File: config.mk
export PLATFORM = sky130hd
export DESIGN_NAME = prf_wb_arbiter_flat
export DESIGN_NICKNAME = d
export VERILOG_FILES = /design/src/rtl/prf_wb_arbiter_if.sv /design/src/rtl/prf_wb_arbiter.sv /design/src/flat_wrapper.sv
export SDC_FILE = /design/constraint.sdc
export NUM_CORES = 1
export LEC_CHECK = 0
export BUFFER_PORTS_ARGS = -buffer_cell sky130_fd_sc_hd__buf_2
export CAP_MARGIN = 20
export CORE_MARGIN = 3
export CORE_UTILIZATION = 34
export DETAILED_ROUTE_END_ITERATION = 16
export SLEW_MARGIN = 40
export SYNTH_ARGS = -nofsm -noshare
export SYNTH_HDL_FRONTEND = slang
export SYNTH_SLANG_ARGS = --single-unit
File: constraint.sdc
create_clock -name clk -period 2.7 [get_ports clk]
set_input_delay 0.54 -clock clk [delete_from_list [all_inputs] [get_ports clk]]
set_output_delay 0.54 -clock clk [all_outputs]
set_load 0.01 [all_outputs]
File: src/rtl/prf_wb_arbiter_if.sv
// Result-bus request channel between the functional units and the PRF write-port arbiter.
// Slices of req_preg/req_data are packed per requester, index i at [i*W +: W].
interface prf_wb_arbiter_if #(
    parameter int NUM_REQ = 3,
    parameter int PREG_W  = 7,
    parameter int DATA_W  = 32
);
    logic [NUM_REQ-1:0]        req_valid;
    logic [NUM_REQ*PREG_W-1:0] req_preg;
    logic [NUM_REQ*DATA_W-1:0] req_data;
    logic [NUM_REQ-1:0]        req_ready;

    modport master (
        output req_valid,
        output req_preg,
        output req_data,
        input  req_ready
    );

    modport slave (
        input  req_valid,
        input  req_preg,
        input  req_data,
        output req_ready
    );
endinterface

File: src/rtl/prf_wb_arbiter.sv
// Round-robin arbiter sharing the single PRF write port among the result buses,
// with a registered write/wakeup stage and a saturating contention counter.
module prf_wb_arbiter #(
    parameter int NUM_REQ = 3,
    parameter int PREG_W  = 7,
    parameter int DATA_W  = 32,
    parameter int CNT_W   = 16
) (
    input  logic               clk,
    input  logic               reset,
    prf_wb_arbiter_if.slave    bus,
    output logic               prf_we,
    output logic [PREG_W-1:0]  prf_waddr,
    output logic [DATA_W-1:0]  prf_wdata,
    output logic               wb_tag_valid,
    output logic [PREG_W-1:0]  wb_tag,
    output logic [CNT_W-1:0]   contention_cnt
);

    localparam int IDX_W = (NUM_REQ > 1) ? $clog2(NUM_REQ) : 1;

    logic [IDX_W-1:0]   rr_ptr;
    logic [IDX_W-1:0]   ptr_next;
    logic [IDX_W-1:0]   grant_idx;
    logic [IDX_W-1:0]   scan_idx;
    logic               grant_any;
    logic               handshake;
    logic [NUM_REQ-1:0] grant_onehot;
    logic [PREG_W-1:0]  win_preg;
    logic [DATA_W-1:0]  win_data;
    logic               seen_one;
    logic               contended;
    int                 scan_sum;

    // Scan req_valid from rr_ptr upward with wrap; the first valid index wins.
    always_comb begin
        grant_any = 1'b0;
        grant_idx = '0;
        scan_sum  = 0;
        scan_idx  = '0;
        for (int k = 0; k < NUM_REQ; k++) begin
            scan_sum = int'(rr_ptr) + k;
            if (scan_sum >= NUM_REQ) begin
                scan_sum = scan_sum - NUM_REQ;
            end
            scan_idx = IDX_W'(scan_sum);
            if (!grant_any && bus.req_valid[scan_idx]) begin
                grant_any = 1'b1;
                grant_idx = scan_idx;
            end
        end
    end

    always_comb begin
        grant_onehot = '0;
        win_preg     = '0;
        win_data     = '0;
        for (int i = 0; i < NUM_REQ; i++) begin
            if (grant_any && (grant_idx == IDX_W'(i))) begin
                grant_onehot[i] = 1'b1;
                win_preg        = bus.req_preg[i*PREG_W +: PREG_W];
                win_data        = bus.req_data[i*DATA_W +: DATA_W];
            end
        end
    end

    // Ready is suppressed while reset is held so no handshake completes then.
    assign handshake     = grant_any && !reset;
    assign bus.req_ready = reset ? '0 : grant_onehot;

    always_comb begin
        if (grant_idx == IDX_W'(NUM_REQ - 1)) begin
            ptr_next = '0;
        end else begin
            ptr_next = grant_idx + IDX_W'(1);
        end
    end

    always_comb begin
        seen_one  = 1'b0;
        contended = 1'b0;
        for (int i = 0; i < NUM_REQ; i++) begin
            if (bus.req_valid[i]) begin
                if (seen_one) begin
                    contended = 1'b1;
                end
                seen_one = 1'b1;
            end
        end
    end

    always_ff @(posedge clk) begin
        if (reset) begin
            rr_ptr <= '0;
        end else if (handshake) begin
            rr_ptr <= ptr_next;
        end
    end

    // Writes to p0 (the x0 mapping) complete the handshake but never reach the PRF.
    always_ff @(posedge clk) begin
        if (reset) begin
            prf_we       <= 1'b0;
            prf_waddr    <= '0;
            prf_wdata    <= '0;
            wb_tag_valid <= 1'b0;
            wb_tag       <= '0;
        end else if (handshake) begin
            prf_we       <= (win_preg != '0);
            prf_waddr    <= win_preg;
            prf_wdata    <= win_data;
            wb_tag_valid <= (win_preg != '0);
            wb_tag       <= win_preg;
        end else begin
            prf_we       <= 1'b0;
            wb_tag_valid <= 1'b0;
        end
    end

    always_ff @(posedge clk) begin
        if (reset) begin
            contention_cnt <= '0;
        end else if (contended && (contention_cnt != {CNT_W{1'b1}})) begin
            contention_cnt <= contention_cnt + CNT_W'(1);
        end
    end

endmodule

File: src/flat_wrapper.sv
// flat-port wrapper written by rule: the top's interface ports become plain ports
module prf_wb_arbiter_flat 
#(
    parameter int NUM_REQ = 3,
    parameter int PREG_W  = 7,
    parameter int DATA_W  = 32,
    parameter int CNT_W   = 16
)
  (clk, reset, prf_we, prf_waddr, prf_wdata, wb_tag_valid, wb_tag, contention_cnt, bus_req_valid, bus_req_preg, bus_req_data, bus_req_ready);
  prf_wb_arbiter_if #(.NUM_REQ(NUM_REQ), .PREG_W(PREG_W), .DATA_W(DATA_W)) bus_i ();
  input  logic clk;
  input  logic reset;
  output logic prf_we;
  output logic [PREG_W-1:0] prf_waddr;
  output logic [DATA_W-1:0] prf_wdata;
  output logic wb_tag_valid;
  output logic [PREG_W-1:0] wb_tag;
  output logic [CNT_W-1:0] contention_cnt;
  input wire logic [$bits(bus_i.req_valid)-1:0] bus_req_valid;
  input wire logic [$bits(bus_i.req_preg)-1:0] bus_req_preg;
  input wire logic [$bits(bus_i.req_data)-1:0] bus_req_data;
  output wire logic [$bits(bus_i.req_ready)-1:0] bus_req_ready;
  assign bus_i.req_valid = bus_req_valid;
  assign bus_i.req_preg = bus_req_preg;
  assign bus_i.req_data = bus_req_data;
  assign bus_req_ready = bus_i.req_ready;
  prf_wb_arbiter #(.NUM_REQ(NUM_REQ), .PREG_W(PREG_W), .DATA_W(DATA_W), .CNT_W(CNT_W)) u_core (.clk(clk), .reset(reset), .bus(bus_i), .prf_we(prf_we), .prf_waddr(prf_waddr), .prf_wdata(prf_wdata), .wb_tag_valid(wb_tag_valid), .wb_tag(wb_tag), .contention_cnt(contention_cnt));
endmodule
=== Yosys cells after proc, flatten, opt, wreduce, memory -nomap -nowiden ===
Cells that the tools add are included.

* Add/subtract/negate cells: 7
* Magnitude comparators: 6
* Eq/ne operators: 3
* Multiplexer cells: 32
* Bitwise logic cells: 1
* Reductions and logical operators: 13

{| class="wikitable"
|+ Operator list
! cell !! number
|-
| $mux W32 || 3
|-
| $mux W7 || 3
|-
| $add A16 B1 Y16 const B || 1
|-
| $ne A16 B16 Y1 const B || 1
|-
| $mux W1 || 15
|-
| $mux W2 || 7
|-
| $lt A2 B3 Y1 const B || 3
|-
| $logic_and A1 B1 Y1 || 7
|-
| $reduce_bool A7 Y1 || 1
|-
| $bmux W1 S2 || 3
|-
| $ge A3 B2 Y1 const B || 2
|-
| $sub A2 B1 Y2 const B || 2
|-
| $add A2 B1 Y3 const B || 1
|-
| $add A2 B2 Y3 const B || 1
|-
| $logic_not A1 Y1 || 3
|-
| $mux W3 || 1
|-
| $add A2 B1 Y2 const B || 1
|-
| $eq A2 B1 Y1 const B || 1
|-
| $eq A2 B2 Y1 const B || 1
|-
| $ge A2 B2 Y1 const B || 1
|-
| $logic_not A2 Y1 || 1
|-
| $reduce_or A2 Y1 || 1
|-
| $sub A2 B2 Y2 const B || 1
|-
| $not A1 Y1 || 1
|}

* Bits in registers: 58
* Output and inout port bits: 67
* Logic and storage cells: 67

=== Longest topological paths before layout ===
* Depth in word-level cells: 17
* Depth in mapped cells: 10
* Gate-level depth less buffers: 7

=== Worst setup path after synthesis ===
Ideal clock, no wire load.

* Path kind: register to output
* Start point: register u_core.rr_ptr[0]
* End point: output bus_req_ready[1]
* Arrival time: 2145 ps
* Path slack: 15 ps
* Cell stages (with the launch flop): 10
* Path buffers: 2
* Cells stage by stage: dfxtp_1 -> inv_1 -> ha_1 -> buf_6 -> nor2b_2 -> nor3_1 -> o221a_2 -> clkbuf_1 -> or2_2 -> nor3_1

* Longest elaborated chain between the ends: 15
* Elaborated cells between the ends (all ways): 31
* Those cells by class: add/sub: 5; order compare: 3; eq/ne: 1; mux: 17; reduce/logical: 5

{| class="wikitable"
|+ RTL lines
! what !! RTL line !! RTL
|-
| from (decl) || prf_wb_arbiter.sv:22 || <nowiki>logic [IDX_W-1:0] rr_ptr;</nowiki>
|-
| from (signal assigned) || prf_wb_arbiter.sv:96 || <nowiki>rr_ptr <= ptr_next;</nowiki>
|-
| parallel branches: the longest is 12 deep, another holds $add A2 B1 Y3 || -- ||
|-
| $logic_and A1 B1 Y1 (*) || prf_wb_arbiter.sv:59 || <nowiki>if (grant_any && (grant_idx == IDX_W'(i))) begin</nowiki>
|-
| $mux W1 (*) || prf_wb_arbiter.sv:59 ||
|-
| $mux W3 (*) || prf_wb_arbiter.sv:69 || <nowiki>assign bus.req_ready = reset ? '0 : grant_onehot;</nowiki>
|-
| to (decl) || flat_wrapper.sv:22 || <nowiki>output wire logic [$bits(bus_i.req_ready)-1:0] bus_req_ready;</nowiki>
|}

Every way passes the cells marked *. The select of a mux whose other input is x is not followed.

=== Worst setup path after layout ===
* Start point: register u_core.rr_ptr[1]
* End point: output bus_req_ready[0]

* Longest elaborated chain between the ends: 15
* Elaborated cells between the ends (all ways): 31
* Those cells by class: add/sub: 5; order compare: 3; mux: 17; reduce/logical: 6

{| class="wikitable"
|+ RTL lines
! what !! RTL line
|-
| parallel branches: the longest is 12 deep, another holds $add A2 B1 Y3 || --
|-
| $logic_and A1 B1 Y1 (*) || prf_wb_arbiter.sv:59
|-
| $mux W1 (*) || prf_wb_arbiter.sv:59
|-
| $mux W3 (*) || prf_wb_arbiter.sv:69
|}

Marks and branches as above.

==> flow_results.xml <==
<?xml version="1.0" encoding="UTF-8"?>
<metrics>
  <group name="run_status">
    <metric name="run_status" unit="">complete, but fails checks</metric>
    <metric name="failed_checks" unit="">setup timing</metric>
  </group>
  <group name="worst_setup_path">
    <metric name="r2r_cells" unit="">9</metric>
    <metric name="critical_path.top_delay_family" unit="">simple AND/OR/NAND/NOR gates</metric>
    <metric name="ordered_list_of_cells_on_the_worst_path" unit="">ha_4, buf_4, nor4bb_1, o31a_2, nor3_4, and3_1, buf_4</metric>
    <metric name="reg2reg_from" unit="">u_core.rr_ptr[1]</metric>
    <metric name="critPathLaunchType" unit="">register</metric>
    <metric name="cp.arrival" unit="ns">2.19</metric>
    <metric name="worst_setup_path_startpoint" unit="">u_core.rr_ptr[1]</metric>
    <metric name="endpoint_kind" unit="">primary output</metric>
    <metric name="cp_slowest_stage_delay" unit="ns">0.37</metric>
    <metric name="r2r-end" unit="">u_core.prf_wdata[12]</metric>
    <metric name="critical_path_class" unit="">register to primary output</metric>
    <metric name="critical_path.slowest_cell" unit="">sky130_fd_sc_hd__dfxtp_4</metric>
    <metric name="number_of_buffers_and_inverters_on_the_critical_path" unit="">2</metric>
    <metric name="timing.critical_path.required" unit="ns">2.16</metric>
    <metric name="cpMostUsedCell" unit="">sky130_fd_sc_hd__buf_4</metric>
    <metric name="cp_max_fo" unit="">5</metric>
    <metric name="reg2reg_setup_slack" unit="ns">0.20</metric>
  </group>
  <group name="drt">
    <metric name="vias_per_cell" unit="">5.53</metric>
    <metric name="drt_drc_violations_left" unit="">0</metric>
    <metric name="dr_total_vias" unit="">4189</metric>
    <metric name="number_of_nets_with_antenna_violations_after_detailed_routing" unit="">0</metric>
    <metric name="routed_len_inst" unit="um">17.4</metric>
    <metric name="wirelength_routed" unit="um">13200</metric>
    <metric name="detail_route.first_pass.iterations" unit="">5</metric>
    <metric name="drt-initial-drc-count" unit="">435</metric>
  </group>
  <group name="timing">
    <metric name="tns" unit="ns">-0.0301</metric>
    <metric name="timing.final.ws_setup" unit="ns">-0.0301</metric>
    <metric name="setup_repair_after_global_routing_missed_its_margin" unit="">true</metric>
    <metric name="period_share" unit="%">101</metric>
    <metric name="min_period" unit="ns">2.73</metric>
    <metric name="skew" unit="ns">0.0127</metric>
    <metric name="hold_slack" unit="ns">0.462</metric>
    <metric name="hold_viol_final" unit="">0</metric>
    <metric name="timing.final.setup_violations" unit="">1</metric>
    <metric name="worst-slew-pin-transition" unit="ns">0.664</metric>
    <metric name="max_freq" unit="MHz">366</metric>
    <metric name="finalMaxSlewViolations" unit="">0</metric>
    <metric name="slew_headroom" unit="%">55.7</metric>
  </group>
  <group name="finish">
    <metric name="num_antenna_cells" unit="">0</metric>
    <metric name="finish.utilization" unit="%">48.8</metric>
    <metric name="num-nets-final" unit="">743</metric>
    <metric name="final-seq-area" unit="um^2">1170</metric>
    <metric name="fin_cells" unit="">758</metric>
    <metric name="layout-drive-gt1-share" unit="%">42.3</metric>
    <metric name="area_delta_synth_final" unit="%">37.2</metric>
    <metric name="area_occupied_by_multi_input_gates" unit="um^2">2190</metric>
    <metric name="layout.filler_cells" unit="">1047</metric>
    <metric name="layout.cell_area.non_filler" unit="um^2">5130</metric>
  </group>
  <group name="synthesis">
    <metric name="postSynthNetCount" unit="">562</metric>
    <metric name="netlist_area" unit="um^2">3740</metric>
    <metric name="seq_area_frac_synth" unit="%">31.0</metric>
    <metric name="synth_cells" unit="">436</metric>
    <metric name="post-synth-top-count-cell" unit="">sky130_fd_sc_hd__dfxtp_1</metric>
    <metric name="ys_ff_latch" unit="">58</metric>
    <metric name="post-synth-top-area-cell" unit="">sky130_fd_sc_hd__dfxtp_1</metric>
    <metric name="synth.distinct_cells" unit="">56</metric>
    <metric name="ys_async_sr_fraction" unit="%">0</metric>
    <metric name="synth_ff_type" unit="">sky130_fd_sc_hd__dfxtp_1</metric>
    <metric name="synth_warnings" unit="">0</metric>
    <metric name="netlist_top_cells_area" unit="">sky130_fd_sc_hd__dfxtp_1, sky130_fd_sc_hd__a32o_1, sky130_fd_sc_hd__o211ai_1</metric>
    <metric name="synth-edff-count" unit="">0</metric>
    <metric name="yosys-top-cells-count" unit="">sky130_fd_sc_hd__dfxtp_1, sky130_fd_sc_hd__inv_1, sky130_fd_sc_hd__nand2b_1</metric>
    <metric name="synth_top_area_share" unit="%">31.0</metric>
    <metric name="syn-mean-instance-area" unit="um^2">8.58</metric>
  </group>
  <group name="grt">
    <metric name="grt_pass1_wl" unit="um">20700</metric>
    <metric name="vias_in_the_first_global_route" unit="">4153</metric>
    <metric name="grt_max_degree" unit="">34</metric>
    <metric name="grt_antenna_before_repair" unit="">2</metric>
    <metric name="global_route.overflow_total" unit="">0</metric>
    <metric name="gr-usage-all-layers" unit="%">20.3</metric>
  </group>
  <group name="floorplanning">
    <metric name="die-area" unit="um^2">12300</metric>
    <metric name="rows" unit="">37</metric>
    <metric name="initial_core_util" unit="%">35.6</metric>
    <metric name="io_pins" unit="">189</metric>
    <metric name="die_height" unit="um">111</metric>
    <metric name="floorplan.core_area" unit="um^2">10500</metric>
    <metric name="floorplan.die.width" unit="um">111</metric>
  </group>
  <group name="clock_network">
    <metric name="tritoncts.num_buffers" unit="">9</metric>
    <metric name="clk_latency" unit="ns">0.33</metric>
    <metric name="master_cell_of_the_clock_root_buffer" unit="">sky130_fd_sc_hd__clkbuf_8</metric>
    <metric name="cts_sinks" unit="">58</metric>
    <metric name="cts.hold.buffers_added" unit="">0</metric>
    <metric name="cts-root-to-sink-buffers" unit="">2</metric>
    <metric name="tritoncts" unit="">done</metric>
    <metric name="cts.clk_slew.worst_paths" unit="ns">0.08</metric>
    <metric name="ctsHtreeMaxLevel" unit="">3</metric>
  </group>
  <group name="power_and_ir_drop">
    <metric name="netSwitchingFraction" unit="%">41.3</metric>
    <metric name="static-leakage-power" unit="nW">2.38</metric>
    <metric name="power_frac_seq" unit="%">26.1</metric>
    <metric name="power_frac_comb" unit="%">54.2</metric>
    <metric name="p_int" unit="mW">3.04</metric>
    <metric name="design_power_total" unit="mW">5.18</metric>
    <metric name="vdd.ir_drop.worst" unit="mV">0.538</metric>
    <metric name="switching_power" unit="mW">2.14</metric>
    <metric name="power.density_cell_area" unit="nW/um^2">1010</metric>
    <metric name="clkPwrFrac" unit="%">19.7</metric>
  </group>
  <group name="placed_design">
    <metric name="dp.final_hpwl" unit="um">9580</metric>
    <metric name="gp_congestion" unit="">0.968</metric>
    <metric name="placedCellCount" unit="">739</metric>
    <metric name="dpl-instance-area" unit="um^2">4790</metric>
    <metric name="numPortBuffers" unit="">188</metric>
    <metric name="setup_ws_pre_cts" unit="ns">0.0891</metric>
  </group>
  <group name="worst_hold_path">
    <metric name="min_path_cells" unit="">1</metric>
    <metric name="min-delay-path-class" unit="">register to register</metric>
    <metric name="worst_min_path_start" unit="">u_core.prf_wdata[11]</metric>
    <metric name="hold_path_end" unit="">u_core.prf_wdata[11]</metric>
  </group>
  <group name="flow_run">
    <metric name="max_cap_viol_count" unit="">0</metric>
  </group>
</metrics>
-- flip-flops by register name, indices dropped and copies added (netlist names) --
name	count
u_core.prf_wdata	32
u_core.contention_cnt	16
u_core.prf_waddr	7
u_core.prf_we	1
u_core.rr_ptr	2
-- metal layers --
metal | wire (um) | global-route usage [%] | vias up
met1 | 5560 | 25.2 | 1953
li1 | - | - | 2011
met5 | 21 | 0 | -
met2 | 6320 | 34.9 | 201
met3 | 1100 | 4.75 | 20
met4 | 159 | 6.08 | 4
-- worst max-delay path by stage --
stage	endpoint	slack (ns)	cells after the start
after floorplan	bus_req_ready[1]	0.02	9
after global placement	bus_req_ready[1]	0.08	8
after detailed placement	bus_req_ready[1]	0.09	8
after CTS	bus_req_ready[1]	-0.03	8
after global routing	bus_req_ready[0]	-0.11	7
final	bus_req_ready[0]	-0.03	7
-- placed cells by master (no fill, tap or decap), types with 4 or more instances in the layout --
| cell type | synthesis | layout |
|---|---|---|
| sky130_fd_sc_hd__a22oi_1 | 6 | 6 |
| sky130_fd_sc_hd__nor4_1 | 4 | 4 |
| sky130_fd_sc_hd__clkbuf_8 | 0 | 9 |
| sky130_fd_sc_hd__nand3_1 | 4 | 4 |
| sky130_fd_sc_hd__o31a_1 | 4 | 4 |
| sky130_fd_sc_hd__a21oi_1 | 20 | 20 |
| sky130_fd_sc_hd__nand4_1 | 33 | 33 |
| sky130_fd_sc_hd__o211ai_1 | 34 | 34 |
| sky130_fd_sc_hd__a32o_1 | 32 | 32 |
| sky130_fd_sc_hd__and3_1 | 4 | 4 |
| sky130_fd_sc_hd__o31ai_1 | 6 | 5 |
| sky130_fd_sc_hd__nand2b_1 | 35 | 35 |
| sky130_fd_sc_hd__o2111ai_1 | 4 | 4 |
| sky130_fd_sc_hd__buf_4 | 11 | 24 |
| sky130_fd_sc_hd__o21ai_0 | 11 | 11 |
| sky130_fd_sc_hd__xor2_1 | 5 | 5 |
| sky130_fd_sc_hd__mux2i_1 | 4 | 4 |
| sky130_fd_sc_hd__nand2_1 | 9 | 9 |
| sky130_fd_sc_hd__buf_2 | 10 | 187 |
| sky130_fd_sc_hd__a311oi_1 | 4 | 4 |
| sky130_fd_sc_hd__inv_1 | 45 | 43 |
| sky130_fd_sc_hd__nor2_1 | 12 | 10 |
| sky130_fd_sc_hd__dfxtp_1 | 58 | 56 |
| sky130_fd_sc_hd__or3_1 | 6 | 6 |
-- worst register-to-register path, delay by kind of cell (launching register included) --
family	cells	cell delay, ns
AND/OR/NAND/NOR	2	0.38
AO/OA/AOI/OAI	3	0.78
buffers and inverters	3	0.58
adder cells (fa/ha/maj)	1	0.26
flip-flops	1	0.37
-- area by class of cell --
class | count | area share, %
clock buffer | 9 | 2.41
multi-input combinational | 288 | 42.7
timing repair buffer | 215 | 23.1
clock inverter | 7 | 2.44
inverter | 45 | 3.29
sequential | 58 | 22.7
tap | 136 | 3.32
-- kinds of logic after synthesis --
family | after synthesis | share of synthesized area [%]
compound gates | 139 | 29.1
simple gates | 134 | 23.1
xor+xnor | 6 | 1.40
fa+ha+maj | 5 | 1.61
buf+inv | 90 | 12.7
flops | 58 | 31.0
mux | 4 | 1.07
-- power groups by stage --
stage / combinational (mW) / clock (mW) / sequential, mW
6_report: 2.80 / 1.02 / 1.35
5_1_grt: 3.04 / 1.07 / 1.39
4_1_cts: 2.79 / 1.05 / 1.35
3_5_place_dp: 2.67 / 0 / 1.37
3_3_place_gp: 2.63 / 0 / 1.36
2_1_floorplan: 1.65 / 0 / 1.49
-- what timing repair did --
item | CTS | global route
pin swaps | 6 | 3
endpoints found under the hold margin | 0 | 0
setup endpoints to repair | 3 | 2
resized for setup | 18 | 2
buffers inserted | 3 | 0
cloned | 0 | 0
(Power assumes the default switching activity.)
